`src/rtl/uart_tx_arbiter.sv`:
```
// Four-port round-robin packet arbiter feeding a single UART TX byte stream.
// A granted port keeps the stream until its last byte or an idle-stall timeout.
module uart_tx_arbiter #(
  parameter int unsigned IDLE_TIMEOUT   = 65535,
  parameter int unsigned PORT_ID_INSERT = 0
) (
  input  logic        clock_sig,
  input  logic        reset_sig,
  input  logic        clk_ena,
  input  logic [3:0]  in_valid,
  input  logic [31:0] in_data,
  input  logic [3:0]  in_last,
  output logic [3:0]  in_ready,
  input  logic        out_ready,
  output logic        out_valid,
  output logic [7:0]  out_data,
  output logic [3:0]  grant,
  output logic        timeout
);

  localparam logic [15:0] TIMEOUT_LIMIT = 16'(IDLE_TIMEOUT);
  localparam bit          TIMEOUT_EN    = (IDLE_TIMEOUT != 0);
  localparam bit          HEADER_EN     = (PORT_ID_INSERT != 0);

  typedef enum logic [1:0] {
    IDLE,
    HEADER,
    PASS
  } state_t;

  state_t      state_q, state_d;
  logic [1:0]  gidx_q, gidx_d;
  logic [3:0]  grant_q, grant_d;
  logic [1:0]  last_grant_q, last_grant_d;
  logic [15:0] stall_q, stall_d;
  logic        timeout_q, timeout_d;

  logic        sel_found;
  logic [1:0]  sel_idx;
  logic [1:0]  cand;
  logic        g_valid;
  logic        g_last;
  logic [7:0]  g_data;

  // Round-robin search starting one past the previous owner.
  always_comb begin
    sel_found = 1'b0;
    sel_idx   = '0;
    cand      = '0;
    for (int unsigned i = 1; i <= 4; i++) begin
      cand = last_grant_q + 2'(i);
      if (!sel_found && in_valid[cand]) begin
        sel_found = 1'b1;
        sel_idx   = cand;
      end
    end
  end

  always_comb begin
    g_valid = in_valid[gidx_q];
    g_last  = in_last[gidx_q];
    g_data  = in_data[{gidx_q, 3'b000} +: 8];
  end

  always_comb begin
    out_valid = 1'b0;
    out_data  = '0;
    in_ready  = '0;
    case (state_q)
      HEADER: begin
        out_valid = 1'b1;
        out_data  = {4'hF, 2'b00, gidx_q};
      end
      PASS: begin
        out_valid = g_valid;
        out_data  = g_data;
        in_ready  = grant_q & {4{out_ready}};
      end
      default: ;
    endcase
  end

  always_comb begin
    state_d      = state_q;
    gidx_d       = gidx_q;
    grant_d      = grant_q;
    last_grant_d = last_grant_q;
    stall_d      = stall_q;
    timeout_d    = 1'b0;
    if (clk_ena) begin
      case (state_q)
        IDLE: begin
          if (sel_found) begin
            state_d = HEADER_EN ? HEADER : PASS;
            gidx_d  = sel_idx;
            grant_d = 4'b0001 << sel_idx;
            stall_d = '0;
          end
        end
        HEADER: begin
          if (out_ready) begin
            state_d = PASS;
            stall_d = '0;
          end
        end
        PASS: begin
          // A byte transfer wins over the stall path, so a last byte never times out.
          if (g_valid && out_ready) begin
            stall_d = '0;
            if (g_last) begin
              state_d      = IDLE;
              grant_d      = '0;
              last_grant_d = gidx_q;
            end
          end else if (!g_valid) begin
            stall_d = stall_q + 16'd1;
            if (TIMEOUT_EN && (stall_d == TIMEOUT_LIMIT)) begin
              state_d      = IDLE;
              grant_d      = '0;
              last_grant_d = gidx_q;
              stall_d      = '0;
              timeout_d    = 1'b1;
            end
          end
        end
        default: state_d = IDLE;
      endcase
    end
  end

  always_ff @(posedge clock_sig or posedge reset_sig) begin
    if (reset_sig) begin
      state_q      <= IDLE;
      gidx_q       <= '0;
      grant_q      <= '0;
      last_grant_q <= '1;
      stall_q      <= '0;
      timeout_q    <= 1'b0;
    end else begin
      state_q      <= state_d;
      gidx_q       <= gidx_d;
      grant_q      <= grant_d;
      last_grant_q <= last_grant_d;
      stall_q      <= stall_d;
      timeout_q    <= timeout_d;
    end
  end

  assign grant   = grant_q;
  assign timeout = timeout_q;

endmodule

```
`config.mk`:
```
export PLATFORM = sky130hd
export DESIGN_NAME = uart_tx_arbiter
export DESIGN_NICKNAME = d
export VERILOG_FILES = /design/src/rtl/uart_tx_arbiter.sv
export SDC_FILE = /design/constraint.sdc
export NUM_CORES = 1
export LEC_CHECK = 0
export CORE_ASPECT_RATIO = 0.6
export CORE_UTILIZATION = 40
export CTS_BUF_LIST = sky130_fd_sc_hd__clkbuf_2
export DETAILED_ROUTE_END_ITERATION = 6
export GPL_TIMING_DRIVEN = 0
export PLACE_DENSITY = 0.72
export RECOVER_POWER = 50
export SLEW_MARGIN = 20
export SYNTH_ARGS = -nofsm -noshare
export SYNTH_HDL_FRONTEND = slang
export SYNTH_SLANG_ARGS = --single-unit
```
`constraint.sdc`:
```
create_clock -name clock_sig -period 3.3 [get_ports clock_sig]
set_input_delay 0.66 -clock clock_sig [delete_from_list [all_inputs] [get_ports clock_sig]]
set_output_delay 0.66 -clock clock_sig [all_outputs]
set_load 0.01 [all_outputs]
```
Word level (Yosys, flattened, before mapping)
Index checks and enable logic that the tools add are counted.

Register bits: 27. Bits of input ports: 44. Output and inout port bits: 18. Logic and storage cells: 95.

$add $sub $neg: 4. $lt $le $gt $ge: 5. Equality and inequality tests: 10. Shifts and indexed selects: 2. Multiplexer cells: 51. Bitwise gates (word level): 1. Reduce and logical (&&, ||, !) cells: 16.

Operator list (count): 16-bit two-way mux (5); 16-bit one-hot mux with 3 select lines (1); 32-bit by 6-bit indexed part select with 8-bit output (1); 2-bit two-way mux (14); 4-bit two-way mux (6); 16-bit by 1-bit adder with 16-bit output (second input constant) (1); 16-bit equality test (second input constant) (1); 8-bit one-hot mux with 2 select lines (1); 2-bit by 3-bit less-than comparator with 1-bit output (second input constant) (5); 1-bit two-way mux (15); 1-bit binary-select mux with 2-bit select (6); 6-bit AND reduction (2); 5-bit AND reduction (2); 3-bit inequality test (second input constant) (3); 4-bit one-hot mux with 2 select lines (1); 2-bit inequality test (second input constant) (3); 2-bit one-hot mux with 3 select lines (1); 2-bit adder (second input constant) (2); 4-bit bitwise AND (1); 1-bit logical AND (4); 2-bit nonzero test (2); 1-bit by 2-bit << shifter with 4-bit output (first input constant) (1); 1-bit zero test (3); 3-bit AND reduction (1); other kinds (7) (7).

Depth between registers and ports, before layout
Depth in word-level cells: 16. Depth in mapped cells: 9.

Worst setup path after synthesis
No wires, ideal clock.

Kind: register to register. Start: register stall_q[0]. End: register stall_q[4]. Library setup time: 121 ps. Arrival: 2185 ps. Data required time: 3179 ps. Setup slack: 994 ps. Cell stages (with the launch flop): 9. Period minus slack after synthesis: 2306 ps. Cell sequence: dfrtp_1 ha_1 nand4_2 or2_2 xnor2_1 and4bb_1 nand4_4 a31o_1 a22o_1.

Cells in the longest elaborated chain, start to end: 6.

RTL lines: from (decl) (RTL line 35) `logic [15:0] stall_q, stall_d;`; from (signal assigned) (RTL line 144) `stall_q <= stall_d;`; 16-bit by 1-bit adder with 16-bit output * (RTL line 116) `stall_d = stall_q + 16'd1;`; 16-bit equality test (RTL line 117) `if (TIMEOUT_EN && (stall_d == TIMEOUT_LIMIT)) begin`; 16-bit two-way mux * (RTL line 117); 16-bit two-way mux * (RTL line 115) `end else if (!g_valid) begin`; 16-bit two-way mux * (RTL line 108) `if (g_valid && out_ready) begin`; 16-bit one-hot mux with 3 select lines * (RTL line 91) `case (state_q)`.

Every way passes the cells marked *; elsewhere a longest branch is shown, timed or not. The select of a mux whose other input is x is not followed. A chain may end at the register's enable or synchronous reset.

Final worst setup path
Start: input port in_valid[2]. End: output port out_valid.

Cells in the longest elaborated chain, start to end: 3.

RTL lines: from (decl) (RTL line 10) `input logic [3:0] in_valid,`; 1-bit binary-select mux with 2-bit select (RTL line 60) `g_valid = in_valid[gidx_q];`; 1-bit two-way mux (implied by the code) (RTL line 60); 1-bit one-hot mux with 2 select lines (RTL line 69) `case (state_q)`; to (decl) (RTL line 15) `output logic out_valid,`.

Every way passes these cells. The select of a mux whose other input is x is not followed.

==> reports/metrics.cfg <==
[logic_synthesis]
ys_types = 60
synthMuxAreaShare_pct = 13.6
synth_top_family_by_area = simple AND/OR/NAND/NOR gates
syn_avg_cell_area_um2 = 9.51
synth_compound_area_share_pct = 17.7
yosysWarnings = 0
async_reset_ff_share_pct = 100
yosys.area_share.simple_pct = 28.2
synth_edf_count = 0
post_synth_fa_ha_maj_area_fraction_pct = 1.28
synth_flop_cell = dfrtp_1
synth-seq-area-share_pct = 33.3
ys_ff_latch = 26
synth.cell_area_mm2 = 0.00196
syn_nets = 252
syn_inst = 206
synth_xor_area_share_pct = 1.79

[route]
drtIter0Drc = 174
vias = 1909
wirelength_um = 5640
final_antenna_net_count = 0
drtPass1Iterations = 4
wl_per_cell_um = 16.9
drc = 0
avgViaCountPerCell = 5.72

[setup_path]
start_kind = input pin
crit_start = in_valid[2]
crit_fanout = 5
r2r_slack_ns = 0.29
critPathKind = in2out
slowest_delay_ns = 0.61
rr_startpoint = stall_q[0]
r2r_cells = 8
crit_arrival_ns = 2.47
r2r_end = last_grant_q[0]
cp_cell_sequence = dlygate4sd3_1, mux4_2, nand2_1, inv_1, clkdlybuf4s50_1
cp.required_ns = 2.64
slowest_stage = dlygate4sd3_1
crit_path_end_kind = primary output

[global_routing]
grt_pass1_wl_um = 9360
grt_usage_pct = 23.4
antenna_found_initial = 0
grt_pass1_vias = 1766
grt_max_degree = 27
grt_overflow = 0

[sta]
fin_crit_sh_pct = 94.9
slew_headroom_pct = 36.1
setup_viol = 0
finalHoldViolCount = 0
tightest_slew_ns = 0.953
fin_ws_ns = 0.169
skew_ns = 0.0116
fin_crit_ns = 3.13
setup_tns_ns = 0
fmax_mhz = 319
rsz0062_at_grt = no
drv_slew = 0

[die]
die_area_mm2 = 0.00519
die_w_um = 92.4
start_util_pct = 42.3
rows = 19
die_h_um = 56.2
coreArea_mm2 = 0.00464
ios = 62

[clock_tree]
root_buffer = clkbuf_2
cts_buffers = 3
cts.clk_slew.worst_paths_ns = 0.24
clockBufferDepth = 2
clk_latency_ns = 0.35
htreeDepth = 1
cts.sinks = 26
cts_tree = done

[power_and_ir_drop]
p_comb_share_pct = 58.5
pwr-share-clk_pct = 8.2
power_density_mw_per_mm2 = 555
pwr-share-seq_pct = 33.3
ir_drop_mv = 0.336
leakagePower_nw = 1.04
p_sw_share_pct = 39.0
p_sw_w = 0.000574
power_w = 0.00147
power.internal_w = 0.000899

[final_layout]
layout_commonest_cell = clkdlybuf4s50_1
drive_gt1_share_pct = 11.8
syn_to_final_growth_pct = 35.6
layout.cells.most_common_list = clkdlybuf4s50_1, dfrtp_1, nand2_1, and2_1, inv_1
diodes = 0
final_area_mm2 = 0.00266
final_util_pct = 57.3
fin_nets = 318

[place]
pre_cts_slack_ns = 0.301
place_area_mm2 = 0.00265
io_buffers = 61
place_congestion = 0.909
dp_hpwl_um = 4440

[min_path]
whs_path_depth = 1
hold_path_startpoint = grant[0]
hold_end = grant[0]
hold_class = reg2reg

[status]
status = finished clean

[job]
cap_violations = 0

==> sequential cells by signal, summed over array words and instances (netlist names) <==
register	flops
timeout	1
last_grant_q	2
state_q	1
grant	4
gidx_q	2
stall_q	16
==> Yosys cell counts, types with 3 or more instances <==
library cell / count / area [µm²]
nand2b_1: 5 / 31.3
nand3_1: 10 / 50.1
nand2_1: 21 / 78.8
a21oi_1: 4 / 20.0
nor2_1: 8 / 30.0
nand4_1: 9 / 56.3
xnor2_1: 3 / 26.3
and2_1: 12 / 75.1
inv_1: 13 / 48.8
a22o_1: 3 / 26.3
dfrtp_1: 24 / 601
o22ai_1: 4 / 25.0
a31oi_1: 3 / 18.8
mux4_2: 10 / 225
and3_1: 7 / 43.8
o21a_1: 3 / 22.5
o21ai_0: 10 / 50.1
clkbuf_1: 5 / 18.8
==> routing by layer <==
layer | up-vias | global-route usage [%] | routed length, µm
li1 | 912 | - | -
met5 | - | 0 | 0
met4 | 0 | 3.13 | 25
met3 | 2 | 5.74 | 357
met2 | 71 | 31.1 | 2300
met1 | 924 | 38.1 | 2960
==> worst max-delay path by stage <==
stage | end | slack (ns) | depth (start not counted)
floorplan | stall_q[4] | 0.99 | 8
global placement | out_valid | 0.30 | 5
detailed placement | out_valid | 0.30 | 5
CTS | out_data[0] | 0.25 | 4
global route | out_data[5] | 0.10 | 4
finish | out_valid | 0.17 | 5
==> critical path: cells and delay by family <==
family | cells | cell delay, ns
buffers and inverters | 3 | 1.14
and+or+nand+nor | 1 | 0.12
muxes | 1 | 0.56
==> through the flow <==
stage | hold WS [ns] | instances
after global placement | 0.509 | 330
final | 0.539 | 334
after global routing | 0.561 | 334
after detailed placement | 0.492 | 330
after floorplan | 0.491 | 206
after CTS | 0.552 | 334
==> area by class of cell <==
class | count | area [µm²]
clock inverters | 1 | 3.75
clock buffers | 3 | 15.0
repair buffers | 61 | 611
fillers | 417 | 1980
well taps | 63 | 78.8
flip-flops and latches | 26 | 653
multi-input cells | 159 | 1210
inverters | 13 | 48.8
plain buffers | 8 | 33.8
==> power by group through the flow <==
| stage | clock, W | sequential [W] | combinational, W |
|---|---|---|---|
| floorplan | 0 | 0.000485 | 0.000493 |
| global placement | 0 | 0.000495 | 0.000860 |
| detailed placement | 0 | 0.000497 | 0.000865 |
| CTS | 0.000127 | 0.000492 | 0.000871 |
| global route | 0.000140 | 0.000505 | 0.000931 |
| finish | 0.000121 | 0.000491 | 0.000862 |
==> cells by family after synthesis <==
group / Yosys count
flip-flops: 26
XOR/XNOR: 4
AO/OA/AOI/OAI: 48
AND/OR/NAND/NOR: 92
buffers and inverters: 21
multiplexers: 13
adder cells (fa/ha/maj): 2
==> repair_timing <==
action	4_1_cts	5_1_grt
hold buffers	0	0
gates resized for setup	1	0
setup buffers	0	0
setup endpoints to repair	8	0
Note: power is estimated with default switching activity, not from simulation.
